## src/rtl/spi_flash_pad_arbiter.sv

```systemverilog
// Flash pad arbiter: shares one SPI flash pad set between the CPU master and a debug bridge.
// Optional feature macro SPI_ARB_TIMEOUT_EN bounds debug tenure and requires dbg_req re-arm after a forced exit.
`timescale 1ns/1ps
module spi_flash_pad_arbiter #(
  parameter int          GUARD_CYCLES   = 4,
  parameter int          PARK_CYCLES    = 2,
  parameter int unsigned TIMEOUT_CYCLES = 65535
) (
  input  logic       ext_clk,
  input  logic       ext_rst,
  input  logic       cpu_cs_n,
  input  logic       cpu_clk,
  input  logic [3:0] cpu_sdat_o,
  input  logic [3:0] cpu_sdat_oe,
  output logic [3:0] cpu_sdat_i,
  input  logic       dbg_req,
  output logic       dbg_gnt,
  input  logic       dbg_cs_n,
  input  logic       dbg_clk,
  input  logic [3:0] dbg_sdat_o,
  input  logic [3:0] dbg_sdat_oe,
  output logic [3:0] dbg_sdat_i,
  output logic       pad_cs_n,
  output logic       pad_clk,
  output logic [3:0] pad_sdat_o,
  output logic [3:0] pad_sdat_oeb,
  input  logic [3:0] pad_sdat_i,
  output logic       cpu_conflict,
  output logic       dbg_timeout,
  input  logic       flag_clr
);

  localparam int IW = $clog2(GUARD_CYCLES + 1);
  localparam int PW = $clog2(PARK_CYCLES + 1);
  localparam logic [IW-1:0] GUARD_LIM = IW'(GUARD_CYCLES);
  localparam logic [PW-1:0] PARK_LOAD = PW'(PARK_CYCLES);
  localparam logic [15:0]   TMO_LIM   = 16'(TIMEOUT_CYCLES);

  typedef enum logic [1:0] {
    CPU_OWN     = 2'd0,
    PARK_TO_DBG = 2'd1,
    DBG_OWN     = 2'd2,
    PARK_TO_CPU = 2'd3
  } state_t;

  state_t        state_q, state_d;
  logic [IW-1:0] idle_cnt_q, idle_cnt_d;
  logic [PW-1:0] park_cnt_q, park_cnt_d;
  logic          dbg_gnt_q, dbg_gnt_d;
  logic          cpu_conflict_q, cpu_conflict_d;
  logic          tmo_exit;
  logic          grant_ok;

  function automatic logic [IW-1:0] idle_sat_inc(input logic [IW-1:0] v);
    return (v >= GUARD_LIM) ? GUARD_LIM : v + IW'(1);
  endfunction

`ifdef SPI_ARB_TIMEOUT_EN
  logic [15:0] tenure_cnt_q, tenure_cnt_d;
  logic        rearm_q, rearm_d;
  logic        dbg_timeout_q, dbg_timeout_d;

  always_comb begin
    tenure_cnt_d  = '0;
    tmo_exit      = 1'b0;
    rearm_d       = rearm_q;
    dbg_timeout_d = dbg_timeout_q;
    if (state_q == DBG_OWN) begin
      tenure_cnt_d = (tenure_cnt_q == 16'hFFFF) ? tenure_cnt_q : tenure_cnt_q + 16'd1;
      // Forced exit waits for the debug master to be between transactions.
      tmo_exit = (({1'b0, tenure_cnt_q} + 17'd1) >= {1'b0, TMO_LIM}) && dbg_cs_n;
    end
    if (tmo_exit) begin
      rearm_d = 1'b1;
    end else if (!dbg_req) begin
      rearm_d = 1'b0;
    end
    if (tmo_exit) begin
      dbg_timeout_d = 1'b1;
    end else if (flag_clr) begin
      dbg_timeout_d = 1'b0;
    end
  end

  always_ff @(posedge ext_clk) begin
    if (!ext_rst) begin
      tenure_cnt_q  <= '0;
      rearm_q       <= 1'b0;
      dbg_timeout_q <= 1'b0;
    end else begin
      tenure_cnt_q  <= tenure_cnt_d;
      rearm_q       <= rearm_d;
      dbg_timeout_q <= dbg_timeout_d;
    end
  end

  assign grant_ok    = ~rearm_q;
  assign dbg_timeout = dbg_timeout_q;
`else
  // Debug tenure is unbounded in this build; the flag is a constant 0.
  assign tmo_exit    = 1'b0;
  assign grant_ok    = 1'b1;
  assign dbg_timeout = 1'b0 && (TMO_LIM != 16'd0);
`endif

  always_comb begin
    state_d    = state_q;
    park_cnt_d = park_cnt_q;
    idle_cnt_d = cpu_cs_n ? idle_sat_inc(idle_cnt_q) : '0;
    case (state_q)
      CPU_OWN: begin
        // Only pre-empt a CPU that has been deselected long enough to be between transactions.
        if (dbg_req && grant_ok && cpu_cs_n && (idle_cnt_q >= GUARD_LIM)) begin
          state_d    = PARK_TO_DBG;
          park_cnt_d = PARK_LOAD;
        end
      end
      PARK_TO_DBG: begin
        if (park_cnt_q <= PW'(1)) begin
          state_d    = DBG_OWN;
          park_cnt_d = '0;
        end else begin
          park_cnt_d = park_cnt_q - PW'(1);
        end
      end
      DBG_OWN: begin
        if ((!dbg_req && dbg_cs_n) || tmo_exit) begin
          state_d    = PARK_TO_CPU;
          park_cnt_d = PARK_LOAD;
        end
      end
      PARK_TO_CPU: begin
        if (park_cnt_q <= PW'(1)) begin
          state_d    = CPU_OWN;
          park_cnt_d = '0;
          idle_cnt_d = '0;
        end else begin
          park_cnt_d = park_cnt_q - PW'(1);
        end
      end
      default: begin
        state_d    = CPU_OWN;
        park_cnt_d = '0;
      end
    endcase
    dbg_gnt_d = (state_d == DBG_OWN);
    if (!cpu_cs_n && (state_q != CPU_OWN)) begin
      cpu_conflict_d = 1'b1;
    end else if (flag_clr) begin
      cpu_conflict_d = 1'b0;
    end else begin
      cpu_conflict_d = cpu_conflict_q;
    end
  end

  always_ff @(posedge ext_clk) begin
    if (!ext_rst) begin
      state_q        <= CPU_OWN;
      idle_cnt_q     <= '0;
      park_cnt_q     <= '0;
      dbg_gnt_q      <= 1'b0;
      cpu_conflict_q <= 1'b0;
    end else begin
      state_q        <= state_d;
      idle_cnt_q     <= idle_cnt_d;
      park_cnt_q     <= park_cnt_d;
      dbg_gnt_q      <= dbg_gnt_d;
      cpu_conflict_q <= cpu_conflict_d;
    end
  end

  // Pad mux decodes the registered state directly so ownership changes take effect the same cycle.
  always_comb begin
    pad_cs_n     = 1'b1;
    pad_clk      = 1'b0;
    pad_sdat_o   = 4'h0;
    pad_sdat_oeb = 4'hF;
    cpu_sdat_i   = 4'h0;
    dbg_sdat_i   = 4'h0;
    case (state_q)
      CPU_OWN: begin
        pad_cs_n     = cpu_cs_n;
        pad_clk      = cpu_clk;
        pad_sdat_o   = cpu_sdat_o;
        pad_sdat_oeb = ~cpu_sdat_oe;
        cpu_sdat_i   = pad_sdat_i;
      end
      DBG_OWN: begin
        pad_cs_n     = dbg_cs_n;
        pad_clk      = dbg_clk;
        pad_sdat_o   = dbg_sdat_o;
        pad_sdat_oeb = ~dbg_sdat_oe;
        dbg_sdat_i   = pad_sdat_i;
      end
      default: begin
      end
    endcase
  end

  assign dbg_gnt      = dbg_gnt_q;
  assign cpu_conflict = cpu_conflict_q;

endmodule

```

## config.mk

```make
export PLATFORM = sky130hd
export DESIGN_NAME = spi_flash_pad_arbiter
export DESIGN_NICKNAME = d
export VERILOG_FILES = /design/src/rtl/spi_flash_pad_arbiter.sv
export SDC_FILE = /design/constraint.sdc
export NUM_CORES = 1
export LEC_CHECK = 0
export ABC_AREA = 1
export BUFFER_PORTS_ARGS = -buffer_cell sky130_fd_sc_hd__buf_2
export CELL_PAD_IN_SITES_DETAIL_PLACEMENT = 0
export CELL_PAD_IN_SITES_GLOBAL_PLACEMENT = 1
export CORE_MARGIN = 5
export CORE_UTILIZATION = 25
export DETAILED_ROUTE_END_ITERATION = 10
export PLACE_DENSITY = 0.8
export SLEW_MARGIN = 20
export SYNTH_ARGS = -nofsm -noshare
export SYNTH_HDL_FRONTEND = slang
export SYNTH_SLANG_ARGS = --single-unit
```

## constraint.sdc

```tcl
create_clock -name ext_clk -period 3.1 [get_ports ext_clk]
set_input_delay 0.62 -clock ext_clk [delete_from_list [all_inputs] [get_ports ext_clk]]
set_output_delay 0.62 -clock ext_clk [all_outputs]
set_load 0.02 [all_outputs]
```

==> results by group, run 1 <==
Power and ir drop
  – Power per cell area: 308 nW/um^2
  – Flop pwr share: 0.441
  – Int Power: 0.194 mW
  – Switching Fraction: 0.275
  – Clock power frac: 0.341
  – Logic pwr share: 0.218
  – Switching Power: 0.0736 mW
  – PnR Total Power: 0.267 mW
  – P_leak: 0.502 nW
  – Worst IR drop on VDD: 204 uV

Drt
  – Post-Route WL: 1.73 mm
  – Vias per std cell: 4.36
  – Avg WL per Cell: 10.5 um
  – DR DRC count: 0
  – ANT nets after route: 0
  – Vias: about 700
  – DR iter-0 viols: 38
  – Drt pass-1 iters: 6

Finish
  – Final nets: 168
  – Area Overhead vs Synth: 45.3%
  – Layout cell share with drive strength beyond 1: 0.409
  – Most common cell after layout, fill and taps aside: buf_2
  – Register area: 180 um^2
  – Filler instances: 242
  – Multi-input logic area: between 300 and 400 um^2
  – Ant. Diodes: 0
  – Most frequent cells in the layout: 47 x buf_2, 17 x inv_1, 16 x nor2_1

Worst setup path
  – Crit path buffers/inverters: 2
  – Start of the worst register-to-register path: state_q[0]
  – Crit path DAT: about 1.5 ns
  – FF-to-FF End: dbg_gnt
  – Worst path top cell family by delay: simple AND/OR/NAND/NOR gates
  – Crit path max fanout: 12
  – Startpoint Class: flop
  – Cell Chain, Critical Path: nor2_2, inv_2, nor2_1, buf_2
  – Setup Crit Path Kind: flop to primary output
  – Critical Path Sink Type: primary output
  – CP max stage cell: nor2_2
  – Worst stage delay on the critical path: ~0.43 ns
  – Worst EP required: between 2 and 2.5 ns
  – Flop2flop setup slack: around 1.7 ns
  – Worst r2r path cells: 6

Clock network
  – Post-CTS Resized: 0
  – Hold_buf cts: 0
  – CTS Sinks: 9
  – H-tree depth: 1
  – Clock buffer depth: 2
  – CTS Root Cell: clkbuf_4
  – CTS tree: built
  – Reg clk slew, reported paths: roughly 0.060 ns
  – Buffers inserted by post-CTS timing repair: 0
  – Clock latency on the worst-skew pair: ~0.26 ns
  – CTS Buf Count: 3

Global routing
  – Overflow after GRT: 0
  – Met3 Track Usage GR: 0.0307
  – First-pass GRT wire length: 2.66 mm
  – Vias in the first global route: 624
  – Antenna violations before repair: 0
  – GRT Total Usage: 0.0995
  – Largest net degree at the start of global routing: 13
  – Grt peak-use layer: met2
  – GR Util met1: 0.114
  – Met2 Use GR: 0.156

Outcome
  – Status: finished, final reports clean

Synth
  – Post-synthesis register bit count: 9
  – Post-Syn Area: between 500 and 600 um^2
  – Avg Cell Area, Syn: 6.71 um^2
  – Distinct cells, synth: 18
  – Syn_nets: roughly 120
  – Seq/Total Area, Yosys: 0.302
  – Largest area contributor in the synthesized netlist: dfxtp_1
  – YS warnings: 0
  – Yosys top cell area share: 0.302
  – Synth top area cells: dfxtp_1 30%, a22o_1 13%, inv_1 11%
  – Mapped Cells: 89

Hold path
  – Hold EP: cpu_conflict
  – Hold depth: 2
  – Hold Path Class: flop to flop
  – Hold Crit Start: cpu_conflict

Timing
  – Final TNS setup: 0 ns
  – Final Cycle Share: 0.696
  – Final Max Slew Viols: 0
  – Endpoints failing setup: 0
  – Worst Skew: 0.00249 ns
  – Fin crit period: 2.16 ns
  – Unrepaired setup endpoints after global routing: false
  – Max Freq: 0.463 GHz
  – Fin. Hold Viols: 0

Floorplanning
  – Die extent in y: roughly 59 um
  – Horiz. Die Dim: 58.9 um
  – Row count: 17
  – Core ar.: 2250 um^2
  – I/O pins: 49
  – Die area: 3460 um^2
  – Initial Util: 0.265

Place
  – GP Congestion: 0.774
  – Port bufs: 47
  – Post-DP HPWL: 1.46 mm

Job
  – Max_cap viols: 0
## worst max path at each step
stage | cells past startpoint | slack [ns] | start | endpoint
after global routing | 4 | 0.83 | state_q[0] | cpu_sdat_i[1]
after CTS | 4 | 0.94 | state_q[0] | cpu_sdat_i[1]
after detailed placement | 4 | 1.23 | state_q[0] | cpu_sdat_i[1]
final | 4 | 0.94 | state_q[0] | cpu_sdat_i[1]
after floorplan | 4 | 1.46 | state_q[0] | pad_cs_n
after global placement | 4 | 1.26 | state_q[0] | pad_sdat_oeb[1]
## stage by stage
stage	setup WS, ns	instances	utilization	hold WS (ns)	cell area (um^2)
3_5_place_dp	1.23	161	0.373	0.458	841
3_3_place_gp	1.26	161	0.373	0.448	841
5_1_grt	0.828	165	0.385	0.478	867
4_1_cts	0.943	165	0.385	0.466	867
2_1_floorplan	1.46	89	-	0.430	597
6_report	0.942	165	0.385	0.463	867
## cells in the mapped netlist
cell type  count
inv_1         17
nor2_1        16
nand2_1       14
a22o_1         9
dfxtp_1        9
nand3_1        5
a21oi_1        4
inv_2          3
buf_4          2
ha_1           2
buf_6          1
conb_1         1
nand2_2        1
nor2_2         1
nor2_8         1
nor3_1         1
nor3b_1        1
o21ai_0        1
## cells by family after synthesis
group	share of synthesized area
AOI/OAI and AO/OA	0.174
adders and majority gates	0.0419
buffers and inverters	0.170
DFF	0.302
other	0.00628
and+or+nand+nor	0.306
## worst register-to-register path, delay by kind of cell, from the launching register on
family                 cells  cell delay [ns]
AND/OR/NAND/NOR            5             0.71
flip-flops                 1             0.42
buffers and inverters      1             0.14
## final cells by class
| class | count | share of cell area |
|---|---|---|
| multi-input combinational | 57 | 0.364 |
| timing repair buffer | 47 | 0.271 |
| sequential | 9 | 0.208 |
| inverter | 20 | 0.0866 |
| tap | 28 | 0.0404 |
| clock buffer | 4 | 0.0303 |
## per-layer routing
layer | share of wire | vias up
li1 | - | 369
met1 | 0.42 | 294
met2 | 0.37 | 52
met3 | 0.19 | 5
met4 | 0.026 | 0
met5 | 0 | -
## power groups by stage
stage	Combinational (mW)	Sequential (mW)	Clock (mW)
6_report	0.0582	0.118	0.0912
5_1_grt	0.0641	0.118	0.100
4_1_cts	0.0588	0.118	0.0952
3_5_place_dp	0.0587	0.121	0
3_3_place_gp	0.0585	0.121	0
2_1_floorplan	0.0304	0.120	0
## state kept, by name (all words and copies together), names as in the netlist
name          count
cpu_conflict      1
idle_cnt_q        3
park_cnt_q        2
state_q           2
dbg_gnt           1
(Power assumes the default switching activity.)
==> run 2: changes to the inputs <==
Settings changed: ABC_AREA 1 to 0, PLACE_DENSITY 0.8 to 0.74.
Clock period 3.1 ns to 1.9 ns, I/O delays scaled along.
==> results by group, run 2 <==
Clock network
  – H-tree depth: 1 (unchanged)
  – CTS tree: built (unchanged)
  – CTS Buf Count: 3 (unchanged)
  – Clock latency on the worst-skew pair: 0.26 ns (about the same)
  – Buffers inserted by post-CTS timing repair: 0 (unchanged)
  – CTS Sinks: 9 (unchanged)
  – CTS Root Cell: clkbuf_4 (unchanged)
  – Clock buffer depth: 2 (unchanged)
  – Hold_buf cts: 0 (unchanged)
  – Post-CTS Resized: 0 (unchanged)
  – Reg clk slew, reported paths: 0.06 ns (about the same)

Synth
  – Avg Cell Area, Syn: 9.05 um^2 (was 6.71 um^2)
  – Commonest cells post-synth: 9 x and2_1, 9 x dfxtp_1, 9 x mux2i_1 (was 17 x inv_1, 16 x nor2_1, 14 x nand2_1)
  – Post-Syn Area: 697 um^2 (was 597 um^2)
  – Synth top area cells: dfxtp_1 26%, mux2i_1 13%, and2_1 8.1% (was dfxtp_1 30%, a22o_1 13%, inv_1 11%)
  – Syn_nets: 107 (was 119)
  – Mapped Cells: 77 (was 89)
  – Yosys top cell area share: 0.259 (was 0.302)
  – Distinct cells, synth: 35 (was 18)
  – Async SR Flop Fraction: 0 (unchanged)
  – YS warnings: 0 (unchanged)
  – Ys flop type: dfxtp_1 (unchanged)
  – Largest area contributor in the synthesized netlist: dfxtp_1 (unchanged)
  – Seq/Total Area, Yosys: 0.259 (was 0.302)
  – Post-synth EDFFs: 0 (unchanged)
  – Post-synthesis register bit count: 9 (unchanged)

Timing
  – Final Max Slew Viols: 0 (unchanged)
  – Final Cycle Share: 0.926
  – Unrepaired setup endpoints after global routing: false (unchanged)
  – WHS: 0.423 ns (was 0.463 ns)
  – Fin crit period: 1.76 ns
  – Final TNS setup: 0 ns (unchanged)
  – Endpoints failing setup: 0 (unchanged)
  – Max Freq: 0.568 GHz
  – Worst Skew: 0.00197 ns (was 0.00249 ns)
  – Worst Setup Slack, final: 0.141 ns (was 0.942 ns)
  – Fin. Hold Viols: 0 (unchanged)

Place
  – Post-DP HPWL: 1.50 mm (was 1.46 mm)
  – DP Cell Count: 151 (was 161)
  – Setup WS pre-CTS: 0.409 ns (was 1.23 ns)
  – Port bufs: 47 (unchanged)
  – GP Congestion: 0.657 (was 0.774)

Worst setup path
  – Startpoint Class: flop (unchanged)
  – Worst EP required: 1.52 ns (was 2.48 ns)
  – Setup Crit Path Kind: flop to primary output (unchanged)
  – Critical Path Sink Type: primary output (unchanged)
  – Crit path DAT: 1.38 ns (was 1.54 ns)
  – Crit path max fanout: 15 (was 12)

Finish
  – Post-route insts no fill: 155 (was 165)
  – Final nets: 155 (was 168)
  – Biggest regs: idle_cnt_q (3), park_cnt_q (2), state_q (2) (unchanged)
  – Most common cell after layout, fill and taps aside: buf_2 (unchanged)
  – Max reg flops: 3 (unchanged)
  – Top reg by flops: idle_cnt_q (unchanged)
  – Area Overhead vs Synth: 37.3% (was 45.3%)
  – Register area: 180 um^2 (unchanged)
  – Ant. Diodes: 0 (unchanged)
  – Multi-input logic area: 447 um^2 (was 315 um^2)
  – Filler instances: 294 (was 242)
  – Most frequent cells in the layout: 47 x buf_2, 9 x mux2i_1, 9 x and2_1, 9 x dfxtp_1, 7 x nor2_1 (was 47 x buf_2, 17 x inv_1, 16 x nor2_1)
  – Layout cell share with drive strength beyond 1: 0.500 (was 0.409)

Power and ir drop
  – PnR Total Power: 0.435 mW (was 0.267 mW)
  – Worst IR drop on VDD: 255 uV (was 204 uV)
  – P_leak: 0.457 nW (was 0.502 nW)
  – Power per cell area: 455 nW/um^2 (was 308 nW/um^2)

Drt
  – DR iter-0 viols: 11 (was 38)
  – DR DRC count: 0 (unchanged)
  – Drt pass-1 iters: 4 (was 6)
  – Post-Route WL: 1.73 mm (about the same)
  – Avg WL per Cell: 11.2 um (was 10.5 um)
  – ANT nets after route: 0 (unchanged)
  – Vias: 669 (was 720)
  – Vias per std cell: 4.32 (was 4.36)

Hold path
  – Hold Path Class: input pin to flop (was flop to flop)

Global routing
  – Antenna violations before repair: 0 (unchanged)
  – First-pass GRT wire length: 2.94 mm (was 2.66 mm)
  – Overflow after GRT: 0 (unchanged)
  – Vias in the first global route: 672 (was 624)
  – Largest net degree at the start of global routing: 16 (was 13)
  – GRT Total Usage: 0.0924 (was 0.0995)

Job
  – Max_cap viols: 0 (unchanged)

Floorplanning
  – Initial Util: 0.257 (was 0.265)
  – Core ar.: 2710 um^2 (was 2250 um^2)
  – I/O pins: 49 (unchanged)
  – Die extent in y: 62.8 um (was 58.9 um)
  – Die area: 3940 um^2 (was 3460 um^2)
  – Horiz. Die Dim: 62.8 um (was 58.9 um)
  – Row count: 19 (was 17)

Outcome
  – Status: finished, final reports clean (unchanged)
[run 2: cell count changes in the layout (fill, tap and decap cells not counted), sizes merged, moves of 3 or more]
cell   delta
or2       +4
a22o      -9
nand3     -5
nand2    -12
nor2     -10
mux2i     +9
and2     +10
inv      -16
nor2b     +3
a21oi     -3
[run 2: logic make-up after synthesis]
group | synth area share
AOI/OAI and AO/OA | 0.0808
and+or+nand+nor | 0.377
xor gates and xnor gates | 0.0126
buffers and inverters | 0.101
adders and majority gates | 0.0359
other | 0.00538
DFF | 0.259
muxes | 0.129
[run 2: final timing paths]
kind / cells after the start / endpoint / start / slack (ns)
worst min-delay path: 2 / state_q[0] / ext_rst / 0.42
worst min register to register: 1 / idle_cnt_q[0] / idle_cnt_q[0] / 0.48
worst max register to register: 4 / dbg_gnt / state_q[1] / 0.70
worst max-delay path: 4 / pad_sdat_oeb[0] / state_q[1] / 0.14
[run 2: per-layer routing]
metal  part of all wire  GRT usage  vias to the layer above
li1                   -          -                      349
met4              0.012     0.0477                        0
met1               0.40     0.0990                      293
met3              0.083     0.0378                        2
met2               0.50      0.154                       25
met5                  0          0                        -
[run 2: worst max-delay path: stages, from the launching register on]
cell	delay (ns)
dfxtp_1	0.36
buf_4	0.25
mux2i_1	0.09
or2_2	0.26
buf_2	0.16
[run 2: stage by stage]
stage	cell area, um^2	util
after global routing	957	0.353
after floorplan	697	-
after CTS	957	0.353
after global placement	931	0.343
final	957	0.353
after detailed placement	931	0.343
[run 2: cell type report]
class	instances	area share
flip-flops and latches	9	0.188
inverters	4	0.0157
well taps	31	0.0405
repair buffers	49	0.261
clock buffers	4	0.0275
multi-input cells	58	0.467
[run 2: report_power, final]
part	leakage [nW]	switching [mW]	total (mW)	internal, mW
clock	0.0150	0.0674	0.148	0.0810
combinational	0.369	0.0508	0.0942	0.0435
sequential	0.0728	0.00193	0.193	0.191
total	0.457	0.120	0.435	0.315
